--- src/rtl/yutorina_bus_arbiter_pkg.sv ---
// Shared constants and helpers for the four-master bus arbiter.
// Owner encodings, decision codes and the active-low grant decode.
package yutorina_bus_arbiter_pkg;

    localparam int BUS_MASTERS = 4;
    localparam int BUS_OWNER_W = 2;

    typedef logic [BUS_OWNER_W-1:0] bus_owner_t;

    localparam bus_owner_t BUS_OWNER_M0 = 2'd0;
    localparam bus_owner_t BUS_OWNER_M1 = 2'd1;
    localparam bus_owner_t BUS_OWNER_M2 = 2'd2;
    localparam bus_owner_t BUS_OWNER_M3 = 2'd3;

    typedef enum logic [1:0] {
        ARB_RELEASE,
        ARB_PARK,
        ARB_PREEMPT,
        ARB_HOLD
    } arb_decision_e;

    // Active-low grant vector: only the owner's bit is 0.
    function automatic logic [BUS_MASTERS-1:0] grant_decode(input bus_owner_t owner);
        return ~(4'b0001 << owner);
    endfunction

endpackage

--- src/rtl/yutorina_bus_arbiter_if.sv ---
// Request/grant bundle between the bus masters and the arbiter.
// The master side drives requests and the bus strobe; the arbiter drives grants and owner.
interface yutorina_bus_arbiter_if;
    import yutorina_bus_arbiter_pkg::*;

    logic       m0_req_;
    logic       m1_req_;
    logic       m2_req_;
    logic       m3_req_;
    logic       bus_as_;
    logic       m0_grnt_;
    logic       m1_grnt_;
    logic       m2_grnt_;
    logic       m3_grnt_;
    bus_owner_t owner;

    modport master (
        output m0_req_, m1_req_, m2_req_, m3_req_, bus_as_,
        input  m0_grnt_, m1_grnt_, m2_grnt_, m3_grnt_, owner
    );

    modport slave (
        input  m0_req_, m1_req_, m2_req_, m3_req_, bus_as_,
        output m0_grnt_, m1_grnt_, m2_grnt_, m3_grnt_, owner
    );

endinterface

--- src/rtl/yutorina_bus_rr_pick.sv ---
// Rotated priority encoder: nearest requester after the current owner, owner excluded.
module yutorina_bus_rr_pick
    import yutorina_bus_arbiter_pkg::*;
(
    input  logic [BUS_MASTERS-1:0] req,
    input  bus_owner_t             owner,
    output logic                   candidate_valid,
    output bus_owner_t             candidate
);

    // Scan farthest-to-nearest so the nearest requester is the last one written.
    always_comb begin
        bus_owner_t idx;
        candidate_valid = 1'b0;
        candidate       = owner;
        idx             = owner;
        for (int k = BUS_MASTERS - 1; k >= 1; k--) begin
            idx = owner + bus_owner_t'(k);
            if (req[idx]) begin
                candidate_valid = 1'b1;
                candidate       = idx;
            end
        end
    end

endmodule

--- src/rtl/yutorina_bus_arbiter.sv ---
// Four-master round-robin bus arbiter with parking and tenure-limited preemption.
//   decision    | meaning
//   ARB_RELEASE | owner dropped its request, hand over to nearest requester
//   ARB_PARK    | owner dropped its request, nobody waiting, keep owner
//   ARB_PREEMPT | tenure expired, bus idle, others waiting: rotate
//   ARB_HOLD    | owner keeps the bus, tenure counter advances (saturating)
module yutorina_bus_arbiter
    import yutorina_bus_arbiter_pkg::*;
#(
    parameter int MAX_HOLD = 16
) (
    input  logic                   clk,
    input  logic                   reset,
    yutorina_bus_arbiter_if.slave  bus
);

    localparam int HOLD_W = (MAX_HOLD < 1) ? 1 : $clog2(MAX_HOLD + 1);
    localparam logic [HOLD_W-1:0] HOLD_SAT = HOLD_W'(MAX_HOLD);
    localparam logic [HOLD_W-1:0] PRE_THR  = HOLD_W'((MAX_HOLD == 0) ? 0 : MAX_HOLD - 1);

    bus_owner_t              owner_q;
    bus_owner_t              owner_d;
    logic [HOLD_W-1:0]       hold_q;
    logic [HOLD_W-1:0]       hold_d;
    logic [BUS_MASTERS-1:0]  grnt_q;
    logic [BUS_MASTERS-1:0]  req;
    logic                    candidate_valid;
    bus_owner_t              candidate;
    arb_decision_e           decision;

    assign req = ~{bus.m3_req_, bus.m2_req_, bus.m1_req_, bus.m0_req_};

    yutorina_bus_rr_pick u_pick (
        .req             (req),
        .owner           (owner_q),
        .candidate_valid (candidate_valid),
        .candidate       (candidate)
    );

    always_comb begin
        decision = ARB_HOLD;
        owner_d  = owner_q;
        hold_d   = hold_q;

        if (!req[owner_q]) begin
            decision = candidate_valid ? ARB_RELEASE : ARB_PARK;
        end else if ((MAX_HOLD != 0) && (hold_q >= PRE_THR) && candidate_valid && bus.bus_as_) begin
            decision = ARB_PREEMPT;
        end

        unique case (decision)
            ARB_RELEASE, ARB_PREEMPT: begin
                owner_d = candidate;
                hold_d  = '0;
            end
            ARB_PARK: begin
                hold_d = '0;
            end
            ARB_HOLD: begin
                if (hold_q != HOLD_SAT) hold_d = hold_q + HOLD_W'(1);
            end
            default: begin
                owner_d = owner_q;
                hold_d  = hold_q;
            end
        endcase
    end

    // Grants are registered from the next owner so they leave flops directly.
    always_ff @(posedge clk or posedge reset) begin
        if (reset) begin
            owner_q <= BUS_OWNER_M0;
            hold_q  <= '0;
            grnt_q  <= grant_decode(BUS_OWNER_M0);
        end else begin
            owner_q <= owner_d;
            hold_q  <= hold_d;
            grnt_q  <= grant_decode(owner_d);
        end
    end

    assign bus.m0_grnt_ = grnt_q[0];
    assign bus.m1_grnt_ = grnt_q[1];
    assign bus.m2_grnt_ = grnt_q[2];
    assign bus.m3_grnt_ = grnt_q[3];
    assign bus.owner    = owner_q;

endmodule

--- src/flat_wrapper.sv ---
// flat-port wrapper written by rule: the top's interface ports become plain ports
module yutorina_bus_arbiter_flat import yutorina_bus_arbiter_pkg::*;
#(
    parameter int MAX_HOLD = 16
)
  (clk, reset, bus_m0_req_, bus_m1_req_, bus_m2_req_, bus_m3_req_, bus_bus_as_, bus_m0_grnt_, bus_m1_grnt_, bus_m2_grnt_, bus_m3_grnt_, bus_owner);
  yutorina_bus_arbiter_if bus_i ();
  input  logic clk;
  input  logic reset;
  input wire logic [$bits(bus_i.m0_req_)-1:0] bus_m0_req_;
  input wire logic [$bits(bus_i.m1_req_)-1:0] bus_m1_req_;
  input wire logic [$bits(bus_i.m2_req_)-1:0] bus_m2_req_;
  input wire logic [$bits(bus_i.m3_req_)-1:0] bus_m3_req_;
  input wire logic [$bits(bus_i.bus_as_)-1:0] bus_bus_as_;
  output wire logic [$bits(bus_i.m0_grnt_)-1:0] bus_m0_grnt_;
  output wire logic [$bits(bus_i.m1_grnt_)-1:0] bus_m1_grnt_;
  output wire logic [$bits(bus_i.m2_grnt_)-1:0] bus_m2_grnt_;
  output wire logic [$bits(bus_i.m3_grnt_)-1:0] bus_m3_grnt_;
  output wire logic [$bits(bus_i.owner)-1:0] bus_owner;
  assign bus_i.m0_req_ = bus_m0_req_;
  assign bus_i.m1_req_ = bus_m1_req_;
  assign bus_i.m2_req_ = bus_m2_req_;
  assign bus_i.m3_req_ = bus_m3_req_;
  assign bus_i.bus_as_ = bus_bus_as_;
  assign bus_m0_grnt_ = bus_i.m0_grnt_;
  assign bus_m1_grnt_ = bus_i.m1_grnt_;
  assign bus_m2_grnt_ = bus_i.m2_grnt_;
  assign bus_m3_grnt_ = bus_i.m3_grnt_;
  assign bus_owner = bus_i.owner;
  yutorina_bus_arbiter #(.MAX_HOLD(MAX_HOLD)) u_core (.clk(clk), .reset(reset), .bus(bus_i));
endmodule
--- config.mk ---
export PLATFORM = sky130hd
export DESIGN_NAME = yutorina_bus_arbiter_flat
export DESIGN_NICKNAME = d
export VERILOG_FILES = /design/src/rtl/yutorina_bus_arbiter_pkg.sv /design/src/rtl/yutorina_bus_arbiter_if.sv /design/src/rtl/yutorina_bus_rr_pick.sv /design/src/rtl/yutorina_bus_arbiter.sv /design/src/flat_wrapper.sv
export SDC_FILE = /design/constraint.sdc
export NUM_CORES = 1
export LEC_CHECK = 0
export BUFFER_PORTS_ARGS = -buffer_cell sky130_fd_sc_hd__buf_2
export CAP_MARGIN = 20
export CORE_AREA = 3 3 45 47
export CTS_CLUSTER_DIAMETER = 120
export DETAILED_ROUTE_END_ITERATION = 8
export DIE_AREA = 0 0 48 50
export PLACE_DENSITY_LB_ADDON = 0.25
export SYNTH_ARGS = -nofsm -noshare
export SYNTH_HDL_FRONTEND = slang
export SYNTH_SLANG_ARGS = --single-unit
--- constraint.sdc ---
create_clock -name clk -period 2.5 [get_ports clk]
set_input_delay 0.5 -clock clk [delete_from_list [all_inputs] [get_ports clk]]
set_output_delay 0.5 -clock clk [all_outputs]
set_load 0.02 [all_outputs]
# Yosys cells after proc, flatten, opt, wreduce, memory -nomap -nowiden
# Cells that the tools add are included.
# Widths: inputs -> output; s select.
# totals
reg_bits,11
inputBits,7
elab_cells,45
# op_classes
addsub,4
n_lt_le_gt_ge,5
eq_ne,5
n_shift,1
n_mux,20
n_bitwise,2
reduce_logical,5
# ops
operator,count
$lt 2x3->1 const B,4
$mux 2,5
$pmux 5 s2,1
$mux 1,9
$bmux 1 s2,4
$not 4->4,2
$add 5x1->5 const B,1
$ge 5x4->1 const B,1
$mux 5,1
$ne 5x5->1 const B,1
$add 2x2->2 const B,2
$eq 2x2->1 const B,2
$shl 1x2->4 const A,1
$reduce_or 3->1,1
$add 2x1->2 const B,1
$eq 2x1->1 const B,1
$logic_and 1x1->1,2
$logic_not 2->1,1
$ne 2x1->1 const B,1
$reduce_or 2->1,1

# Depth between registers and ports, before layout
# logic_depth
ltp_word,15
ltp_mapped,8
ltp_nobuf,8

# Cells and area by module
# From an unflattened synthesis, not the netlist that was laid out.
# hier_totals
cells_unflattened,81
hier_area_um2,784.5
# by_module_without_submodules
mod,n_inst,cells_per_inst,area_each_um2,seq_area_each_um2
yutorina_bus_arbiter,1,63,669.4,279.0
yutorina_bus_rr_pick,1,18,115.1,0.0

# Least setup slack after synthesis
# No wires, ideal clock.
# synth_path
path_kind,register to register
startpoint,register u_core.owner_q[1] (netlist: u_core.bus.owner[1])
endpoint,register u_core.grnt_q[0]
arrival_time_ps,1893
required_time_ps,2375
slack_ps,483
stages_incl_launch_ff,7
cell_sequence,dfrtp_1 -> buf_6 -> mux4_2 -> a311oi_2 -> or3_1 -> o31a_1 -> mux2_2
# synth_via
elab_chain_cells,15
word_cells_on_any_way,28
# synth_lines
item,line,rtl
start: declaration,yutorina_bus_arbiter.sv:21,bus_owner_t owner_q;
start signal: assignment,yutorina_bus_arbiter.sv:76,owner_q <= owner_d;
$add 2x2->2,yutorina_bus_rr_pick.sv:18,idx = owner + bus_owner_t'(k);
$bmux 1 s2,yutorina_bus_rr_pick.sv:19,if (req[idx]) begin
$mux 1 (not written as such),yutorina_bus_rr_pick.sv:19,
$mux 1 (3 in series),yutorina_bus_rr_pick.sv:19,
$logic_and 1x1->1 (2 in series),yutorina_bus_arbiter.sv:47,end else if ((MAX_HOLD != 0) && (hold_q >= PRE_THR) && candidate_valid && bus.bus_as_) begin
$mux 1,yutorina_bus_arbiter.sv:47,
$mux 2,yutorina_bus_arbiter.sv:45,if (!req[owner_q]) begin
$eq 2x2->1 or $logic_not 2->1 (tied branches),yutorina_bus_arbiter.sv:51,unique case (decision)
$reduce_or 2->1,-,
$mux 2 (*),yutorina_bus_arbiter.sv:51,
$shl 1x2->4 (*),yutorina_bus_arbiter_pkg.sv:24,return ~(4'b0001 << owner);
$not 4->4 (*),yutorina_bus_arbiter_pkg.sv:24,
end signal: assignment,yutorina_bus_arbiter.sv:74,grnt_q <= grant_decode(BUS_OWNER_M0);
end signal: assignment,yutorina_bus_arbiter.sv:78,grnt_q <= grant_decode(owner_d);
end: declaration,yutorina_bus_arbiter.sv:25,logic [BUS_MASTERS-1:0] grnt_q;
# Every way passes the cells marked *; elsewhere a longest branch is shown, timed or not. The select of a mux whose other input is x is not followed.
# A chain may end at the register's enable or synchronous reset.

# Worst setup path after layout
# layout_path
startpoint,register u_core.hold_q[1]
endpoint,register u_core.grnt_q[0]
# layout_via
elab_chain_cells,10
word_cells_on_any_way,11
# layout_lines
item,line,rtl
start: declaration,yutorina_bus_arbiter.sv:23,logic [HOLD_W-1:0] hold_q;
start signal: assignment,yutorina_bus_arbiter.sv:77,hold_q <= hold_d;
$ge 5x4->1 (*),yutorina_bus_arbiter.sv:47,
$logic_and 1x1->1 (*) (2 in series),yutorina_bus_arbiter.sv:47,
$mux 1 (*),yutorina_bus_arbiter.sv:47,
$mux 2 (*),yutorina_bus_arbiter.sv:45,
$eq 2x2->1 or $logic_not 2->1 (tied branches),yutorina_bus_arbiter.sv:51,
$reduce_or 2->1 (*),-,
$mux 2 (*),yutorina_bus_arbiter.sv:51,
$shl 1x2->4 (*),yutorina_bus_arbiter_pkg.sv:24,
$not 4->4 (*),yutorina_bus_arbiter_pkg.sv:24,
# Every way passes the cells marked *; elsewhere a longest branch is shown, timed or not.

==> flow_summary_export.csv <==
group,metric,value,unit
worst_setup_path,cp_num_buf_inv,0,
clock_tree,cts-buffers-inserted,3,
logic_synthesis,syn_avg_cell_area,9.88,um^2
placement,io_buffers,12,
worst_setup_path,critical_path_arrival,2.32,ns
worst_setup_path,critPathKind,"flip-flop to flip-flop",
worst_setup_path,cp_max_fo,4,
sta,clock.fmax,462,MHz
logic_synthesis,ys_types,34,
drt,avgRoutedWirePerCell,12.9,um
cells_and_area,fin_area,843,um^2
worst_setup_path,critPathTopFamily,"simple AND/OR/NAND/NOR gates",
placement,placed_area,817,um^2
clock_tree,hold_buffers,0,
cells_and_area,syn2layout_area_growth,12.3,%
logic_synthesis,yosysMostFrequentCell,"dfrtp_1",
clock_tree,clock_tree.buffer_depth,2,
drt,drt-total-wl,1.39,mm
sta,hold_viol,0,
sta,maxSlewViolCount,0,
logic_synthesis,ys_ff_latch,11,
sta,layout_setup_ws,0.336,ns
clock_tree,cts_resized,0,
grt,grt_pass1_vias,571,
power,power.total,0.947,mW
sta,tns,0,ns
logic_synthesis,yosys_warnings,0,
drt,drt_first_iter_violations,8,
placement,post-place-ws,0.348,ns
placement,dp_cells,104,
sta,skew,0.00259,ns
outcome,outcome,"completed",
grt,grt_pass1_wl,2.39,mm
floorplan,ioPinCount,13,
job,maxCapViolCount,0,
power,power_frac_seq,0.338,
power,pwr-share-comb,0.535,
worst_setup_path,worstPathCellList,"ha_1 -> and3_1 -> ha_1 -> o21a_1 -> a311oi_2 -> or3_1 -> o31a_1 -> mux2_2",
clock_tree,worstSkewPairLatency,0.27,ns
power,internal-power,0.546,mW
cells_and_area,n_antenna_cell,0,
worst_setup_path,start_kind,"flip-flop",
clock_tree,cts-root-buf,"clkbuf_4",
worst_setup_path,path_common_cell,"ha_1",
power,p_sw_frac,0.424,
drt,vias,595,
cells_and_area,fin_cells,108,
clock_tree,cts_sinks,11,
logic_synthesis,synth_area,751,um^2
logic_synthesis,synthFlopType,"dfrtp_1",
floorplan,core-area,1690,um^2
grt,grt_max_degree,12,
power,power.net_switching,0.401,mW
logic_synthesis,synth-edff-count,0,
cells_and_area,drive_gt1_frac,0.319,
logic_synthesis,synthesis.nets,86,
sta,max_slew_margin,0.448,
logic_synthesis,synth_top_area_share,0.267,
logic_synthesis,synthCells,76,
clock_tree,cts_tree,"done",
power,powerDensity,1120,nW/um^2
power,clkPwrFrac,0.127,
logic_synthesis,ys_async_sr_fraction,1.00,
floorplan,fp.dieW,48,um
grt,grt_use_total,0.140,
drt,vias_per_cell,5.51,
sta,tightestPinTransition,0.817,ns
sta,holdWs,0.199,ns
power,peakVddDrop,0.584,mV
clock_tree,clk_pin_slew,0.07,ns
sta,rsz0062_at_grt,"no",
floorplan,rows,15,
worst_setup_path,cpMaxStageDelayCell,"dfrtp_1",
placement,dp_hpwl,1.05,mm
floorplan,initial_core_util,0.444,
logic_synthesis,synthTopCellsByArea,"dfrtp_1 27%, dfstp_2 11%, ha_1 5.0%, xnor2_1 4.7%, mux2i_1 4.0%",
logic_synthesis,yosysSeqAreaShare,0.372,
drt,drt_first_pass_iters,4,
grt,gr-total-overflow,0,
sta,post-route-period-util,0.865,
floorplan,die_h,50,um
logic_synthesis,synthTopCellsByCount,"8 x dfrtp_1, 7 x inv_1, 7 x nand2_1, 4 x nor2_1, 4 x xnor2_1",
clock_tree,cts_setup_buffers,0,
drt,drc_errors,0,
worst_setup_path,max_stage_delay,0.39,ns
power,power_leakage,0.370,nW
worst_setup_path,crit_required,2.66,ns
drt,antenna_left,0,
hold_path,hold_path_class,"input pin to async pin",
sta,post-route-min-period,2.16,ns
grt,antenna_found_initial,0,
cells_and_area,finish.utilization,0.499,
cells_and_area,final_nets,102,
sta,finalSetupViolCount,0,
worst_setup_path,cp-end-kind,"flip-flop",
logic_synthesis,yosysTopAreaCell,"dfrtp_1",
placement,routabilityCongestion,0.781,
floorplan,dieArea,2400,um^2
clock_tree,htreeDepth,1,
[final cells by class]
cell class | count | area (um^2)
Fill cell | 162 | 846
Tap cell | 17 | 21.3
Inverter | 7 | 26.3
Multi-Input combinational cell | 56 | 423
Sequential cell | 11 | 279
Timing Repair Buffer | 13 | 67.6
Clock buffer | 4 | 26.3
[cell families (layout without fill, tap and decap cells)]
kind of cell	Yosys count	in the layout	share of synthesized area
xor+xnor	4	4	0.0467
mux	6	6	0.100
compound gates	17	17	0.182
flops	11	11	0.372
fa+ha+maj	3	3	0.0500
buf+inv	9	24	0.0650
simple gates	26	26	0.185
[per-layer routing]
layer  vias to the layer above  GRT usage  part of all wire
li1                        305          -                 -
met1                       270      0.209              0.52
met2                        15      0.176              0.41
met3                         5     0.0219             0.038
met4                         0     0.0987             0.032
met5                         -          0                 0
[cells in the final DEF, fill, tap and decap left out, drive strengths merged, types with 2 or more instances in the layout]
cell type,n
a211oi,2
a21oi,2
and3,3
buf,13
clkbuf,4
dfrtp,8
dfstp,3
ha,3
inv,7
mux2,2
mux2i,3
nand2,7
nand3,2
nor2,4
nor3,3
o21ai,2
o31ai,3
or2b,2
xnor2,4
[path summary, 6_finish.rpt]
kind	slack, ns	depth (start not counted)	from	end
min	0.20	2	reset	u_core.grnt_q[0]
max	0.34	8	u_core.hold_q[1]	u_core.grnt_q[0]
max reg2reg	0.34	8	u_core.hold_q[1]	u_core.grnt_q[0]
min in group clk	0.60	2	u_core.hold_q[2]	u_core.hold_q[2]
min reg2reg	0.60	2	u_core.hold_q[2]	u_core.hold_q[2]
max in group asynchronous	1.98	2	reset	u_core.grnt_q[1]
[power by group through the flow]
stage	clock [mW]	sequential, mW	combinational, mW
global placement	0	0.319	0.501
global route	0.137	0.332	0.565
CTS	0.124	0.319	0.509
floorplan	0	0.346	0.385
detailed placement	0	0.321	0.505
finish	0.120	0.320	0.507
[state kept, by name (all words and copies together) (netlist names)]
| name | cells |
|---|---|
| u_core.hold_q | 5 |
| u_core.bus.owner | 2 |
| u_core.grnt_q | 4 |
[worst reg2reg max path, cell delays in order, from the launching register on]
cell and delay (ns):
dfrtp_1 0.39, ha_1 0.20, and3_1 0.16, ha_1 0.13
o21a_1 0.13, a311oi_2 0.07, or3_1 0.38, o31a_1 0.33
mux2_2 0.26
(Power assumes the default switching activity.)
